<file path="src/rtl/note_rom_pkg.sv">
// note_rom_pkg: shared constants and helpers for the note ROM arbiter.
//   ADDR_W_DEF / DATA_W_DEF : default ROM address / data widths
//   NUM_REQ_MAX / ID_W_MAX  : largest supported requester count and its index width
//   onehot_to_idx()         : one-hot vector (up to NUM_REQ_MAX bits) to binary index
package note_rom_pkg;
   localparam int ADDR_W_DEF  = 16;
   localparam int DATA_W_DEF  = 8;
   localparam int NUM_REQ_MAX = 8;
   localparam int ID_W_MAX    = $clog2(NUM_REQ_MAX);
   function automatic logic [ID_W_MAX-1:0] onehot_to_idx(input logic [NUM_REQ_MAX-1:0] oh);
      logic [ID_W_MAX-1:0] idx;
      idx = '0;
      for (int i = 0; i < NUM_REQ_MAX; i++)
         if (oh[i]) idx = idx | ID_W_MAX'(i);
      return idx;
   endfunction
endpackage

</file>
<file path="src/rtl/note_rom_arbiter_rr_pick.sv">
// rr_pick: combinational rotating-priority picker.
//   req    in  NUM_REQ  request vector
//   ptr    in  ID_W     highest-priority index this cycle
//   onehot out NUM_REQ  winner, first requester at or after ptr (wrapping)
//   idx    out ID_W     binary index of the winner
//   any    out 1        at least one request present
module rr_pick
   import note_rom_pkg::*;
#(
   parameter int NUM_REQ = 4,
   parameter int ID_W    = $clog2(NUM_REQ)
) (
   input  logic [NUM_REQ-1:0] req,
   input  logic [ID_W-1:0]    ptr,
   output logic [NUM_REQ-1:0] onehot,
   output logic [ID_W-1:0]    idx,
   output logic               any
);
   logic [NUM_REQ-1:0] w_rot;
   logic [NUM_REQ-1:0] w_rot_oh;
   // rotate so ptr sits at bit 0, isolate the lowest set bit, rotate back
   assign w_rot    = NUM_REQ'({req, req} >> ptr);
   assign w_rot_oh = w_rot & (~w_rot + NUM_REQ'(1));
   assign onehot   = NUM_REQ'(({w_rot_oh, w_rot_oh} << ptr) >> NUM_REQ);
   assign idx      = ID_W'(onehot_to_idx(NUM_REQ_MAX'(onehot)));
   assign any      = |req;
endmodule

</file>
<file path="src/rtl/note_rom_arbiter.sv">
// note_rom_arbiter: round-robin sharing of one 1-cycle synchronous note ROM among NUM_REQ fetchers.
//   pixel_clk / reset_n : clock, async active-low reset
//   req / lock / addr   : per-requester request, burst-hold, address (requester i at [i*ADDR_W +: ADDR_W])
//   gnt / rom_addr      : registered one-hot grant and ROM address
//   rom_data            : ROM output, valid the cycle after rom_addr
//   rdata/rvalid/rid    : returned data, 3 cycles after the accepting edge, tagged with requester id
// Define ARB_BURST_EN to let a locked owner keep winning for up to MAX_BURST consecutive grants.
module note_rom_arbiter
   import note_rom_pkg::*;
#(
   parameter int NUM_REQ   = 4,
   parameter int ADDR_W    = ADDR_W_DEF,
   parameter int DATA_W    = DATA_W_DEF,
   parameter int MAX_BURST = 8
) (
   input  logic                        pixel_clk,
   input  logic                        reset_n,
   input  logic [NUM_REQ-1:0]          req,
   input  logic [NUM_REQ-1:0]          lock,
   input  logic [NUM_REQ*ADDR_W-1:0]   addr,
   output logic [NUM_REQ-1:0]          gnt,
   output logic [ADDR_W-1:0]           rom_addr,
   input  logic [DATA_W-1:0]           rom_data,
   output logic [DATA_W-1:0]           rdata,
   output logic                        rvalid,
   output logic [$clog2(NUM_REQ)-1:0]  rid
);
   localparam int ID_W = $clog2(NUM_REQ);
   logic [NUM_REQ-1:0] r_gnt, w_pick_oh, w_win_oh;
   logic [ADDR_W-1:0]  r_rom_addr;
   logic [DATA_W-1:0]  r_rdata;
   logic [ID_W-1:0]    r_ptr, r_id1, r_id2, r_rid, w_pick_idx, w_win_idx;
   logic               r_v1, r_v2, r_rvalid, w_pick_any, w_win, w_hold;
   rr_pick #(.NUM_REQ(NUM_REQ), .ID_W(ID_W)) u_pick (
      .req    (req),
      .ptr    (r_ptr),
      .onehot (w_pick_oh),
      .idx    (w_pick_idx),
      .any    (w_pick_any)
   );
`ifdef ARB_BURST_EN
   localparam int CNT_W = $clog2(MAX_BURST + 1);
   logic [CNT_W-1:0] r_cnt;
   // r_id1 is the last winner; it keeps the slot while locked and under the burst cap
   assign w_hold = req[r_id1] & lock[r_id1] & (r_cnt < CNT_W'(MAX_BURST));
   always_ff @(posedge pixel_clk or negedge reset_n) begin
      if (!reset_n) r_cnt <= '0;
      else          r_cnt <= w_hold ? r_cnt + CNT_W'(1) : (w_pick_any ? CNT_W'(1) : '0);
   end
`else
   logic w_unused_cfg;
   assign w_hold       = 1'b0;
   assign w_unused_cfg = ^lock ^ (MAX_BURST > 0);
`endif
   assign w_win     = w_hold | w_pick_any;
   assign w_win_idx = w_hold ? r_id1 : w_pick_idx;
   assign w_win_oh  = w_hold ? NUM_REQ'(1) << r_id1 : w_pick_oh;
   always_ff @(posedge pixel_clk or negedge reset_n) begin
      if (!reset_n) begin
         r_gnt      <= '0;
         r_rom_addr <= '0;
         r_ptr      <= '0;
         r_id1      <= '0;
         r_id2      <= '0;
         r_v1       <= 1'b0;
         r_v2       <= 1'b0;
         r_rvalid   <= 1'b0;
         r_rdata    <= '0;
         r_rid      <= '0;
      end else begin
         r_gnt <= w_win_oh;
         if (w_win) begin
            r_rom_addr <= addr[w_win_idx*ADDR_W +: ADDR_W];
            r_ptr      <= (w_win_idx == ID_W'(NUM_REQ-1)) ? '0 : w_win_idx + ID_W'(1);
            r_id1      <= w_win_idx;
         end
         // stage 1: rom_addr presented; stage 2: rom_data valid; then registered out
         r_v1     <= w_win;
         r_v2     <= r_v1;
         r_id2    <= r_id1;
         r_rvalid <= r_v2;
         if (r_v2) begin
            r_rdata <= rom_data;
            r_rid   <= r_id2;
         end
      end
   end
   assign gnt      = r_gnt;
   assign rom_addr = r_rom_addr;
   assign rdata    = r_rdata;
   assign rvalid   = r_rvalid;
   assign rid      = r_rid;
endmodule

</file>
<file path="config.mk">
export PLATFORM = sky130hd
export DESIGN_NAME = note_rom_arbiter
export DESIGN_NICKNAME = d
export VERILOG_FILES = /design/src/rtl/note_rom_pkg.sv /design/src/rtl/note_rom_arbiter_rr_pick.sv /design/src/rtl/note_rom_arbiter.sv
export SDC_FILE = /design/constraint.sdc
export NUM_CORES = 1
export LEC_CHECK = 0
export BUFFER_PORTS_ARGS = -buffer_cell sky130_fd_sc_hd__buf_4
export CAP_MARGIN = 20
export CORE_ASPECT_RATIO = 0.75
export CORE_MARGIN = 2
export CORE_UTILIZATION = 44
export CTS_CLUSTER_DIAMETER = 100
export DETAILED_ROUTE_END_ITERATION = 8
export PLACE_DENSITY = 0.83
export SLEW_MARGIN = 10
export SYNTH_ARGS = -nofsm -noshare
export SYNTH_HDL_FRONTEND = slang
export SYNTH_HIERARCHICAL = 1
export SYNTH_SLANG_ARGS = --single-unit
</file>
<file path="constraint.sdc">
create_clock -name pixel_clk -period 2.05 [get_ports pixel_clk]
set_input_delay 0.1025 -clock pixel_clk [delete_from_list [all_inputs] [get_ports pixel_clk]]
set_output_delay 0.1025 -clock pixel_clk [all_outputs]
set_load 0.005 [all_outputs]
</file>
==> impl_summary.log, run 1 <==
INFO  metric half_perimeter_wire_length_after_placement = 3530 um
INFO  metric syn_inst = 161
INFO  metric crit_path_start_kind = flip-flop
INFO  metric synth-async-reset-ratio = 100%
INFO  metric initial_core_util = 45.7%
INFO  metric critical_path_at = 2.01 ns
INFO  metric cp-end-kind = flip-flop
INFO  metric synth-seq-cells = 39
INFO  metric worst_slew_pin_slew = 0.492 ns
INFO  metric detail_route.wirelength = 4770 um
INFO  metric cts.sink_count = 39
INFO  metric antenna_viol_nets_final = 0
INFO  metric timing.final.setup_violations = 0
INFO  metric power.leakage = 1.45 nW
INFO  metric tritoncts.num_buffers = 5
INFO  metric worstSkewPairLatency = 0.29 ns
INFO  metric globalRouteOverflowTotal = 0
INFO  metric netlist_area = 2030 um^2
INFO  metric period_share = 90.5%
INFO  metric cp.required = 2.20 ns
INFO  metric unrepaired_setup_endpoints_after_global_routing = false
INFO  metric synthToLayoutAreaGrowth = 46.2%
INFO  metric row_count = 21
INFO  metric crit_fanout = 26
INFO  metric avgViaCountPerCell = 5.06
INFO  metric synthDominantAreaCellType = dfrtp_1
INFO  metric number_of_synthesized_flops_with_an_enable_pin = 0
INFO  metric num_vias = 1670
INFO  metric layout.filler_cells = 361
INFO  metric synth.top_cell.area_share = 48.1%
INFO  metric switching_share = 33.3%
INFO  metric final_nets = 355
INFO  metric final_max_slew_viol_count = 0
INFO  metric run_status = finished, final reports clean
INFO  metric clock_power_share = 16.0%
INFO  metric root_buffer = clkbuf_8
INFO  metric slew-limit-headroom = 67.2%
INFO  metric synth-main-ff-cell = dfrtp_1
INFO  metric report.final.hold_viol_count = 0
INFO  metric clockBufferDepth = 2
INFO  metric syn-num-nets = 244
INFO  metric drc_errors = 0
INFO  metric post_synth_most_frequent_cells = dfrtp_1 (39), mux2i_1 (32), nand2b_1 (17), o221ai_1 (16), mux2_2 (13)
INFO  metric area_enclosed_by_the_die_boundary = 5170 um^2
INFO  metric antenna_found_initial = 0
INFO  metric totalNegativeSetupSlack = 0 ns
INFO  metric max_freq = 539 MHz
INFO  metric combinationalPowerShare = 45.7%
INFO  metric synth-warning-count = 6
INFO  metric whs = 0.0440 ns
INFO  metric clk_pin_slew = 0.08 ns
INFO  metric vias_in_the_first_global_route = 1633
INFO  metric routed_wire_length_per_instance = 14.5 um
INFO  metric worst_clock_skew = 0.00342 ns
INFO  metric n_antenna_cell = 0
INFO  metric switching_power = 1.05 mW
INFO  metric timing.setup.critical_path_class = reg2reg
INFO  metric synth.top_cells.by_area = dfrtp_1 (48%), mux2i_1 (16%), mux2_2 (7.2%)
INFO  metric synth_sequential_area_ratio = 48.1%
INFO  metric maxCapViolations = 0
INFO  metric die-height = 62.8 um
INFO  metric timing.hold.worst.class = in2reg
INFO  metric core_area = 4440 um^2
INFO  metric drt_pre_antenna_iters = 4
INFO  metric power_density = 1060 nW/um^2
INFO  metric grt_start_max_net_pins = 40
INFO  metric layout-drive-gt1-share = 53.1%
INFO  metric grt_use_total = 19.1%
INFO  metric synthesis.area_per_instance = 12.6 um^2
INFO  metric port_buffers = 108
INFO  metric h-tree-depth = 2
INFO  metric final.min_clock_period = 1.85 ns
INFO  metric gp_congestion = 0.755
INFO  metric synth_cell_types = 29
INFO  metric worst_vdd_drop = 0.674 mV
INFO  metric drt_iter0_drc = 58
INFO  metric io_pins = 113
INFO  metric cts_tree = yes
INFO  metric yosys.cell_count.top_type = dfrtp_1
INFO  metric grt_first_pass_wirelength = 7540 um
INFO  metric cellInternalPower = 2.10 mW
INFO  metric die_w = 82.4 um
INFO  metric portion_of_total_power_attributed_to_sequential_cells = 38.3%
-- cell type report --
class | instances | area, um^2 | area share (%)
clock buffer | 5 | 68.8 | 2.32
clock inverter | 3 | 20.0 | 0.675
inverter | 3 | 11.3 | 0.380
multi-input combinational | 107 | 930 | 31.4
sequential | 39 | 978 | 33.0
tap | 57 | 71.3 | 2.41
timing repair buffer | 116 | 886 | 29.9
-- state kept, by name, indices dropped and copies added (netlist names) --
register	cells
gnt	4
r_id2	2
r_v2	1
rvalid	1
rom_addr	16
rdata	8
rid	2
r_v1	1
r_ptr	2
r_id1	2
-- power by group through the flow --
| stage | combinational, mW | sequential (mW) | clock, mW |
|---|---|---|---|
| floorplan | 0.914 | 1.19 | 0 |
| global placement | 1.42 | 1.20 | 0 |
| detailed placement | 1.44 | 1.21 | 0 |
| CTS | 1.45 | 1.20 | 0.524 |
| global route | 1.56 | 1.24 | 0.555 |
| finish | 1.44 | 1.20 | 0.504 |
-- per-stage QoR --
stage | total power, mW | cells | utilization, % | worst slack, ns | area (um^2)
5_1_grt | 3.36 | 330 | 66.8 | 0.0531 | 2970
2_1_floorplan | 2.10 | 161 | - | 0.270 | 2030
6_report | 3.14 | 330 | 66.8 | 0.195 | 2970
3_5_place_dp | 2.65 | 321 | 64.5 | 0.171 | 2860
4_1_cts | 3.17 | 330 | 66.7 | 0.147 | 2960
3_3_place_gp | 2.62 | 321 | 64.5 | 0.201 | 2860
-- placed cells by master, fill, tap and decap left out, types with 2 or more instances in the layout --
cell type,synthesis,final
nand2_1,3,3
mux2i_1,32,32
inv_1,3,3
clkinvlp_4,0,2
nor2_1,6,6
mux2_2,13,13
nand2b_1,17,17
dfrtp_1,39,37
o21ai_0,3,3
clkbuf_8,0,5
o221ai_1,16,16
buf_4,0,114
a21oi_1,3,3
dfrtp_2,0,2
-- layer usage --
layer | vias up | GRT usage [%] | wire (um)
met5 | - | 0 | 0
met4 | 0 | 4.38 | 40
met3 | 4 | 6.07 | 336
met2 | 60 | 32.1 | 2430
met1 | 790 | 23.8 | 1970
li1 | 816 | - | -
-- worst paths after layout --
check                                 start            to  slack [ns]  cells past startpoint
worst max-delay path               r_ptr[0]  rom_addr[15]        0.20                      6
worst max register to register     r_ptr[0]  rom_addr[15]        0.20                      6
worst min register to register         r_v1          r_v2        0.36                      0
min in group asynchronous           reset_n   rom_addr[2]        0.32                      2
worst min-delay path            rom_data[1]      rdata[1]        0.04                      2
max in group asynchronous           reset_n      r_ptr[1]        1.35                      2
-- worst max-delay path: stages (launching register included) --
cell and delay, ns:
dfrtp_2 0.44, nor2_1 0.08, o21bai_1 0.19, a221oi_4 0.37
buf_12 0.26, mux2i_1 0.23, o221ai_1 0.14
-- logic make-up (layout without fill, tap and decap cells) --
family,after synthesis,after routing,share of synthesized area [%]
compound gates,30,30,12.1
flops,39,39,48.1
buf+inv,15,127,6.91
fa+ha+maj,1,1,0.617
mux,45,45,23.0
simple gates,31,31,9.25
-- repair_timing --
| action | 4_1_cts | 5_1_grt |
|---|---|---|
| buffers inserted | 0 | 0 |
| gates resized for setup | 0 | 2 |
| endpoints found under the setup margin | 0 | 3 |
| endpoints found under the hold margin | 39 | 0 |
| hold buffers | 1 | 0 |
No activity file was read; power rests on OpenSTA's default activity.
==> inputs of run 2 (changes only) <==
--- a/config.mk
+++ b/config.mk
@@ -10,9 +10,10 @@
 export CORE_ASPECT_RATIO = 0.75
 export CORE_MARGIN = 2
 export CORE_UTILIZATION = 44
-export CTS_CLUSTER_DIAMETER = 100
+export CTS_CLUSTER_DIAMETER = 80
+export CTS_CLUSTER_SIZE = 40
 export DETAILED_ROUTE_END_ITERATION = 8
-export PLACE_DENSITY = 0.83
+export PLACE_DENSITY = 0.8
 export SLEW_MARGIN = 10
 export SYNTH_ARGS = -nofsm -noshare
 export SYNTH_HDL_FRONTEND = slang
==> run 2 against run 1 <==
  * Global-route usage is 0.11 points lower
  * Non-clock buffer count grew 1
  * Worst setup slack lost 0.045 ns
  * Sequential share of layout area down 0.15 points
  * Count of clock-buffer cells in the layout is the same
  * Sequential cell count did not move
  * Worst hold slack got worse by 0.0024 ns
  * Clock power increased by 4.6%
  * Combinational power about the same
  * Via count rose by 0.18%
  * Highest routed layer unchanged
==> impl_summary.log, run 2 (synthesis gave the netlist of run 1 again) <==
INFO  metric run_status = finished, final reports clean
INFO  metric layout-drive-gt1-share = 52.9% (-0.19 points)
INFO  metric clockBufferDepth = 2 (unchanged)
INFO  metric antenna_found_initial = 0 (unchanged)
INFO  metric n_antenna_cell = 0 (unchanged)
INFO  metric drt_iter0_drc = 53 (-8.6%)
INFO  metric power.leakage = 1.45 nW (+0.46%)
INFO  metric area_enclosed_by_the_die_boundary = 5170 um^2 (unchanged)
INFO  metric initial_core_util = 45.7% (unchanged)
INFO  metric whs = 0.0416 ns (-0.00244 ns)
INFO  metric worstSkewPairLatency = 0.29 ns (about the same)
INFO  metric postPlaceCellArea = 2870 um^2 (+0.26%)
INFO  metric maxCapViolations = 0 (unchanged)
INFO  metric io_pins = 113 (unchanged)
INFO  metric timing.setup.critical_path_class = reg2reg
INFO  metric timing.hold.worst.class = in2reg
INFO  metric max_freq = 526 MHz (-2.4%)
INFO  metric final_nets = 356 (+0.28%)
INFO  metric worst_vdd_drop = 0.683 mV (+1.3%)
INFO  metric report.final.hold_viol_count = 0 (unchanged)
INFO  metric crit_fanout = 7 (-73%)
INFO  metric regToRegStartpoint = r_ptr[0]
INFO  metric r2r_slack = 0.15 ns (-0.05 ns)
INFO  metric tritoncts.num_buffers = 5 (unchanged)
INFO  metric numPlacedInstances = 322 (+0.31%)
INFO  metric port_buffers = 108 (unchanged)
INFO  metric detail_route.wirelength = 4830 um (+1.2%)
INFO  metric worst_clock_skew = 0.00519 ns (+0.00177 ns)
INFO  metric drt_pre_antenna_iters = 4 (unchanged)
INFO  metric half_perimeter_wire_length_after_placement = 3650 um (+3.2%)
INFO  metric timing.final.setup_violations = 0 (unchanged)
INFO  metric antenna_viol_nets_final = 0 (unchanged)
INFO  metric grt_start_max_net_pins = 40 (unchanged)
INFO  metric fin_total_pwr = 3.17 mW (+0.72%)
INFO  metric root_buffer = clkbuf_8
INFO  metric slew-limit-headroom = 68.3% (+1.1 points)
INFO  metric vias_in_the_first_global_route = 1635 (+0.12%)
INFO  metric power_density = 1060 nW/um^2 (+0.38%)
INFO  metric cp-end-kind = flip-flop
INFO  metric row_count = 21 (unchanged)
INFO  metric unrepaired_setup_endpoints_after_global_routing = false
INFO  metric most-common-layout-cells = buf_4 (115), dfrtp_1 (38), mux2i_1 (32), nand2b_1 (17), o221ai_1 (16)
INFO  metric final_max_slew_viol_count = 0 (unchanged)
INFO  metric commonest_non_fill_non_tap_cell_in_the_layout = buf_4
INFO  metric period_share = 92.7% (+2.2 points)
INFO  metric final.min_clock_period = 1.90 ns (+0.0454 ns)
INFO  metric grt_first_pass_wirelength = 7650 um (+1.5%)
INFO  metric gp_congestion = 0.713 (-5.6%)
INFO  metric cp-startpoint = r_ptr[0]
INFO  metric num_vias = 1673 (+0.18%)
INFO  metric cts_tree = yes
INFO  metric totalNegativeSetupSlack = 0 ns (unchanged)
INFO  metric h-tree-depth = 2 (unchanged)
INFO  metric finalInstanceArea = 2980 um^2 (+0.34%)
INFO  metric cts.sink_count = 39 (unchanged)
INFO  metric drc_errors = 0 (unchanged)
INFO  metric die-height = 62.8 um (unchanged)
INFO  metric routed_wire_length_per_instance = 14.6 um (+0.85%)
INFO  metric rr_worst_depth = 6 (unchanged)
INFO  metric core_area = 4440 um^2 (unchanged)
INFO  metric clk_pin_slew = 0.08 ns (about the same)
INFO  metric largest_register_ffs = 16 (unchanged)
INFO  metric layout.filler_cells = 346 (-4.2%)
INFO  metric timing.rr.end = rom_addr[4]
INFO  metric min_to = rdata[5]
INFO  metric non_filler_instances = 331 (+0.30%)
INFO  metric min_delay_path_depth = 2 (unchanged)
INFO  metric globalRouteOverflowTotal = 0 (unchanged)
INFO  metric cp.required = 2.20 ns (about the same)
INFO  metric worst_slew_pin_slew = 0.476 ns (-0.0161 ns)
INFO  metric die_w = 82.4 um (unchanged)
INFO  metric min_from = rom_data[5]
INFO  metric grt_use_total = 19.0% (-0.11 points)
INFO  metric crit_path_start_kind = flip-flop
INFO  metric critical_path_at = 2.05 ns (+0.04 ns)
INFO  metric synthToLayoutAreaGrowth = 46.7%
INFO  metric avgViaCountPerCell = 5.05 (-0.12%)
[run 2: changes by cell type in the layout (fill, tap and decap cells not counted)]
cell,previous run,this run
inv_6,0,1
dfrtp_1,37,38
buf_4,114,115
dfrtp_2,2,1
clkinv_2,1,0
[run 2: worst max-delay path, cell delays in order (launching register included)]
cell and delay [ns]:
dfrtp_1 0.44, nor2_1 0.09, o21bai_1 0.19, a221oi_4 0.41
buf_4 0.27, mux2i_1 0.22, o221ai_1 0.13
[run 2: worst max path at each step]
stage,end,slack (ns)
floorplan,rom_addr[0],0.27
global placement,rom_addr[1],0.11
finish,rom_addr[4],0.15
CTS,rom_addr[1],0.05
detailed placement,rom_addr[1],0.05
global route,rom_addr[3],0.01
[run 2: metal layers]
metal	routed length [um]	track usage (%)
met2	2430	31.8
met5	0	0
met1	2090	25.5
met3	257	3.47
met4	52	4.38
[run 2: cell type report]
cell class / count / area (um^2) / area share (%)
clock buffer: 5 / 68.8 / 2.31
clock inverter: 3 / 23.8 / 0.799
inverter: 3 / 11.3 / 0.378
multi-input combinational: 107 / 930 / 31.2
sequential: 39 / 977 / 32.8
tap: 57 / 71.3 / 2.40
timing repair buffer: 117 / 893 / 30.0
[run 2: per-stage QoR]
step | utilization [%] | setup slack (ns)
2_1_floorplan | - | 0.270
3_3_place_gp | 64.7 | 0.111
3_5_place_dp | 64.7 | 0.0476
4_1_cts | 67.0 | 0.0477
5_1_grt | 67.0 | 0.0120
6_report | 67.0 | 0.150
[run 2: power by group]
part | switching [mW] | leakage, nW | total (mW) | internal [mW]
Sequential | 0.166 | 0.459 | 1.20 | 1.03
Clock | 0.284 | 0.0408 | 0.527 | 0.243
Combinational | 0.607 | 0.952 | 1.44 | 0.832
[run 2: repair_timing]
action                     4_1_cts  5_1_grt
gates resized for setup          0        1
hold endpoints to repair        39        0
buffers inserted                 0        0
hold buffers                     1        0
setup endpoints to repair        0       14
==> inputs of run 3 (changes only) <==
--- a/config.mk
+++ b/config.mk
@@ -13,6 +13,7 @@
 export CTS_CLUSTER_DIAMETER = 80
 export CTS_CLUSTER_SIZE = 40
 export DETAILED_ROUTE_END_ITERATION = 8
+export GPL_ROUTABILITY_DRIVEN = 1
 export PLACE_DENSITY = 0.8
 export SLEW_MARGIN = 10
 export SYNTH_ARGS = -nofsm -noshare
==> constraint.sdc (replaced) <==
create_clock -name pixel_clk -period 2.05 [get_ports pixel_clk]
set_input_delay 0 -clock pixel_clk [delete_from_list [all_inputs] [get_ports pixel_clk]]
set_output_delay 0 -clock pixel_clk [all_outputs]
set_load 0.005 [all_outputs]
==> run 3 against run 2 <==
  * Combinational power grew 7%
  * First-iteration DRC count shrank 23%
  * Clock skew shrank 0.0018 ns
  * Clock power grew 41%
  * Largest power group unchanged
  * Highest routed layer unchanged
==> impl_summary.log, run 3 (synthesis gave the netlist of run 1 again) <==
INFO  metric final_max_slew_viol_count = 0 (unchanged)
INFO  metric root_buffer = clkbuf_8
INFO  metric globalRouteOverflowTotal = 0 (unchanged)
INFO  metric commonest_non_fill_non_tap_cell_in_the_layout = buf_4
INFO  metric final_nets = 367 (+3.1%)
INFO  metric detail_route.wirelength = 4990 um (+3.4%)
INFO  metric totalNegativeSetupSlack = 0 ns (unchanged)
INFO  metric power_density = 1100 nW/um^2 (+3.6%)
INFO  metric worst_clock_skew = 0.00342 ns (-0.00177 ns)
INFO  metric crit_fanout = 18 (+11)
INFO  metric worst_path_most_repeated_cell = buf_12
INFO  metric cellInternalPower = 2.42 mW (+15%)
INFO  metric initial_core_util = 45.7% (unchanged)
INFO  metric die_w = 82.4 um (unchanged)
INFO  metric cts.sink_count = 39 (unchanged)
INFO  metric grt_start_max_net_pins = 40 (unchanged)
INFO  metric core_area = 4440 um^2 (unchanged)
INFO  metric synthToLayoutAreaGrowth = 55.2%
INFO  metric timing.setup.critical_path_class = reg2reg
INFO  metric worst_slew_pin_slew = 0.488 ns (+0.0121 ns)
INFO  metric clockBufferDepth = 2 (unchanged)
INFO  metric crit_path_start_kind = flip-flop
INFO  metric worst_vdd_drop = 0.771 mV (+13%)
INFO  metric tritoncts.num_buffers = 5 (unchanged)
INFO  metric grt_first_pass_wirelength = 7950 um (+3.9%)
INFO  metric switching_share = 30.3% (-3.0 points)
INFO  metric h-tree-depth = 2 (unchanged)
INFO  metric postPlaceCellArea = 2880 um^2 (+0.44%)
INFO  metric crit_path_max_incr_delay = 0.51 ns (+0.07 ns)
INFO  metric grt_use_total = 19.8% (+0.80 points)
INFO  metric grt_use_met3 = 3.03% (-0.43 points)
INFO  metric report.final.hold_viol_count = 0 (unchanged)
INFO  metric non_filler_instances = 342 (+3.3%)
INFO  metric maxCapViolations = 0 (unchanged)
INFO  metric final.min_clock_period = 1.91 ns (+0.00509 ns)
INFO  metric cp-end-kind = flip-flop
INFO  metric num_vias = 1719 (+2.7%)
INFO  metric n_antenna_cell = 0 (unchanged)
INFO  metric clk_pin_slew = 0.08 ns (about the same)
INFO  metric timing.final.setup_violations = 0 (unchanged)
INFO  metric timing.critical_path.slowest_stage_cell = dfrtp_1
INFO  metric worstSkewPairLatency = 0.28 ns (about the same)
INFO  metric drt_pre_antenna_iters = 4 (unchanged)
INFO  metric grt_use_met1 = 26.8% (+1.4 points)
INFO  metric vias_in_the_first_global_route = 1690 (+3.4%)
INFO  metric cp.required = 2.21 ns (about the same)
INFO  metric drt_iter0_drc = 41 (-23%)
INFO  metric layout.core_utilization = 70.9% (+3.9 points)
INFO  metric avgViaCountPerCell = 5.03 (-0.56%)
INFO  metric port_buffers = 108 (unchanged)
INFO  metric timing.hold.worst.class = in2reg
INFO  metric portion_of_total_power_attributed_to_sequential_cells = 34.3% (-3.6 points)
INFO  metric numPlacedInstances = 322 (unchanged)
INFO  metric switching_power = 1.05 mW (-0.32%)
INFO  metric io_pins = 113 (unchanged)
INFO  metric drc_errors = 0 (unchanged)
INFO  metric antenna_found_initial = 0 (unchanged)
INFO  metric gr-max-usage-layer = met2
INFO  metric largest_register_ffs = 16 (unchanged)
INFO  metric routed_wire_length_per_instance = 14.6 um (about the same)
INFO  metric half_perimeter_wire_length_after_placement = 3580 um (-1.7%)
INFO  metric ctsResizeCount = 0 (unchanged)
INFO  metric crit_path_cell_trace = nor2_1 > o21bai_1 > a221oi_4 > buf_12 > buf_12 > mux2i_1 > o221ai_1
INFO  metric combinationalPowerShare = 44.3% (-1.1 points)
INFO  metric max_freq = 525 MHz (-0.27%)
INFO  metric clock_power_share = 21.4% (+4.7 points)
INFO  metric area_enclosed_by_the_die_boundary = 5170 um^2 (unchanged)
INFO  metric antenna_viol_nets_final = 0 (unchanged)
INFO  metric slew-limit-headroom = 67.5% (-0.80 points)
INFO  metric cts_tree = yes
INFO  metric row_count = 21 (unchanged)
INFO  metric power.leakage = 1.53 nW (+5.6%)
INFO  metric die-height = 62.8 um (unchanged)
INFO  metric finalInstanceArea = 3150 um^2 (+5.8%)
INFO  metric most-common-layout-cells = buf_4 (114), dfrtp_1 (39), mux2i_1 (32), nand2b_1 (17), o221ai_1 (16)
INFO  metric gp_congestion = 0.732 (+2.6%)
INFO  metric run_status = finished, final reports clean
INFO  metric layout-drive-gt1-share = 50.5% (-2.4 points)
INFO  metric critical_path_at = 2.06 ns (about the same)
INFO  metric unrepaired_setup_endpoints_after_global_routing = false
INFO  metric gr_layer_usage_met2 = 32.7% (+0.91 points)
INFO  metric period_share = 92.9% (+0.25 points)
## run 3: changes by cell type in the layout (fill, tap and decap cells not counted), moves of 2 or more
| cell | previous run | this run |
|---|---|---|
| bufinv_16 | 0 | 2 |
| clkinvlp_4 | 2 | 0 |
| dlygate4sd3_1 | 1 | 11 |
| buf_12 | 1 | 3 |
## run 3: critical path: cells and delay by family (launching register included)
family	cells	cell delay [ns]
buffers and inverters	2	0.32
muxes	1	0.22
AOI/OAI and AO/OA	3	0.63
and+or+nand+nor	1	0.09
DFF	1	0.51
## run 3: layer usage
layer	wire [um]	vias up
met4	48	0
met3	259	5
met1	2100	831
met5	0	-
li1	-	839
met2	2590	44
## run 3: repair_timing
| action | 4_1_cts | 5_1_grt |
|---|---|---|
| endpoints found under the setup margin | 0 | 15 |
| hold buffers | 10 | 1 |
| endpoints found under the hold margin | 48 | 1 |
| buffers inserted | 0 | 1 |
## run 3: worst paths after layout
check	depth (start not counted)	from	slack (ns)	endpoint
min in group asynchronous	2	reset_n	0.21	rom_addr[1]
worst max-delay path	7	r_ptr[1]	0.14	rom_addr[2]
worst min-delay path	2	req[3]	0.02	gnt[3]
worst min register to register	0	r_v1	0.35	r_v2
max in group asynchronous	2	reset_n	1.49	rom_addr[7]
worst max register to register	7	r_ptr[1]	0.14	rom_addr[2]
## run 3: power by group through the flow
stage	registers [mW]	logic, mW	clock network [mW]
after floorplan	1.19	0.914	0
after global placement	1.19	1.47	0
after detailed placement	1.20	1.49	0
after CTS	1.19	1.51	0.763
after global routing	1.22	1.67	0.796
final	1.19	1.54	0.744
## run 3: area by class of cell
type / instances / area [um^2]
multi-input cells: 107 / 930
repair buffers: 128 / 1030
inverters: 3 / 11.3
fillers: 357 / 1290
clock buffers: 6 / 72.6
flip-flops and latches: 39 / 976
clock inverters: 2 / 60.1
well taps: 57 / 71.3
## run 3: stage by stage
stage                     setup slack [ns]  hold WS [ns]  power [mW]
after floorplan                      0.270        -0.296        2.10
after global placement               0.147      -0.00354        2.66
after detailed placement            0.0758      -0.00444        2.69
after CTS                           0.0583      0.000336        3.46
after global routing                0.0125       0.00629        3.69
final                                0.145        0.0191        3.47
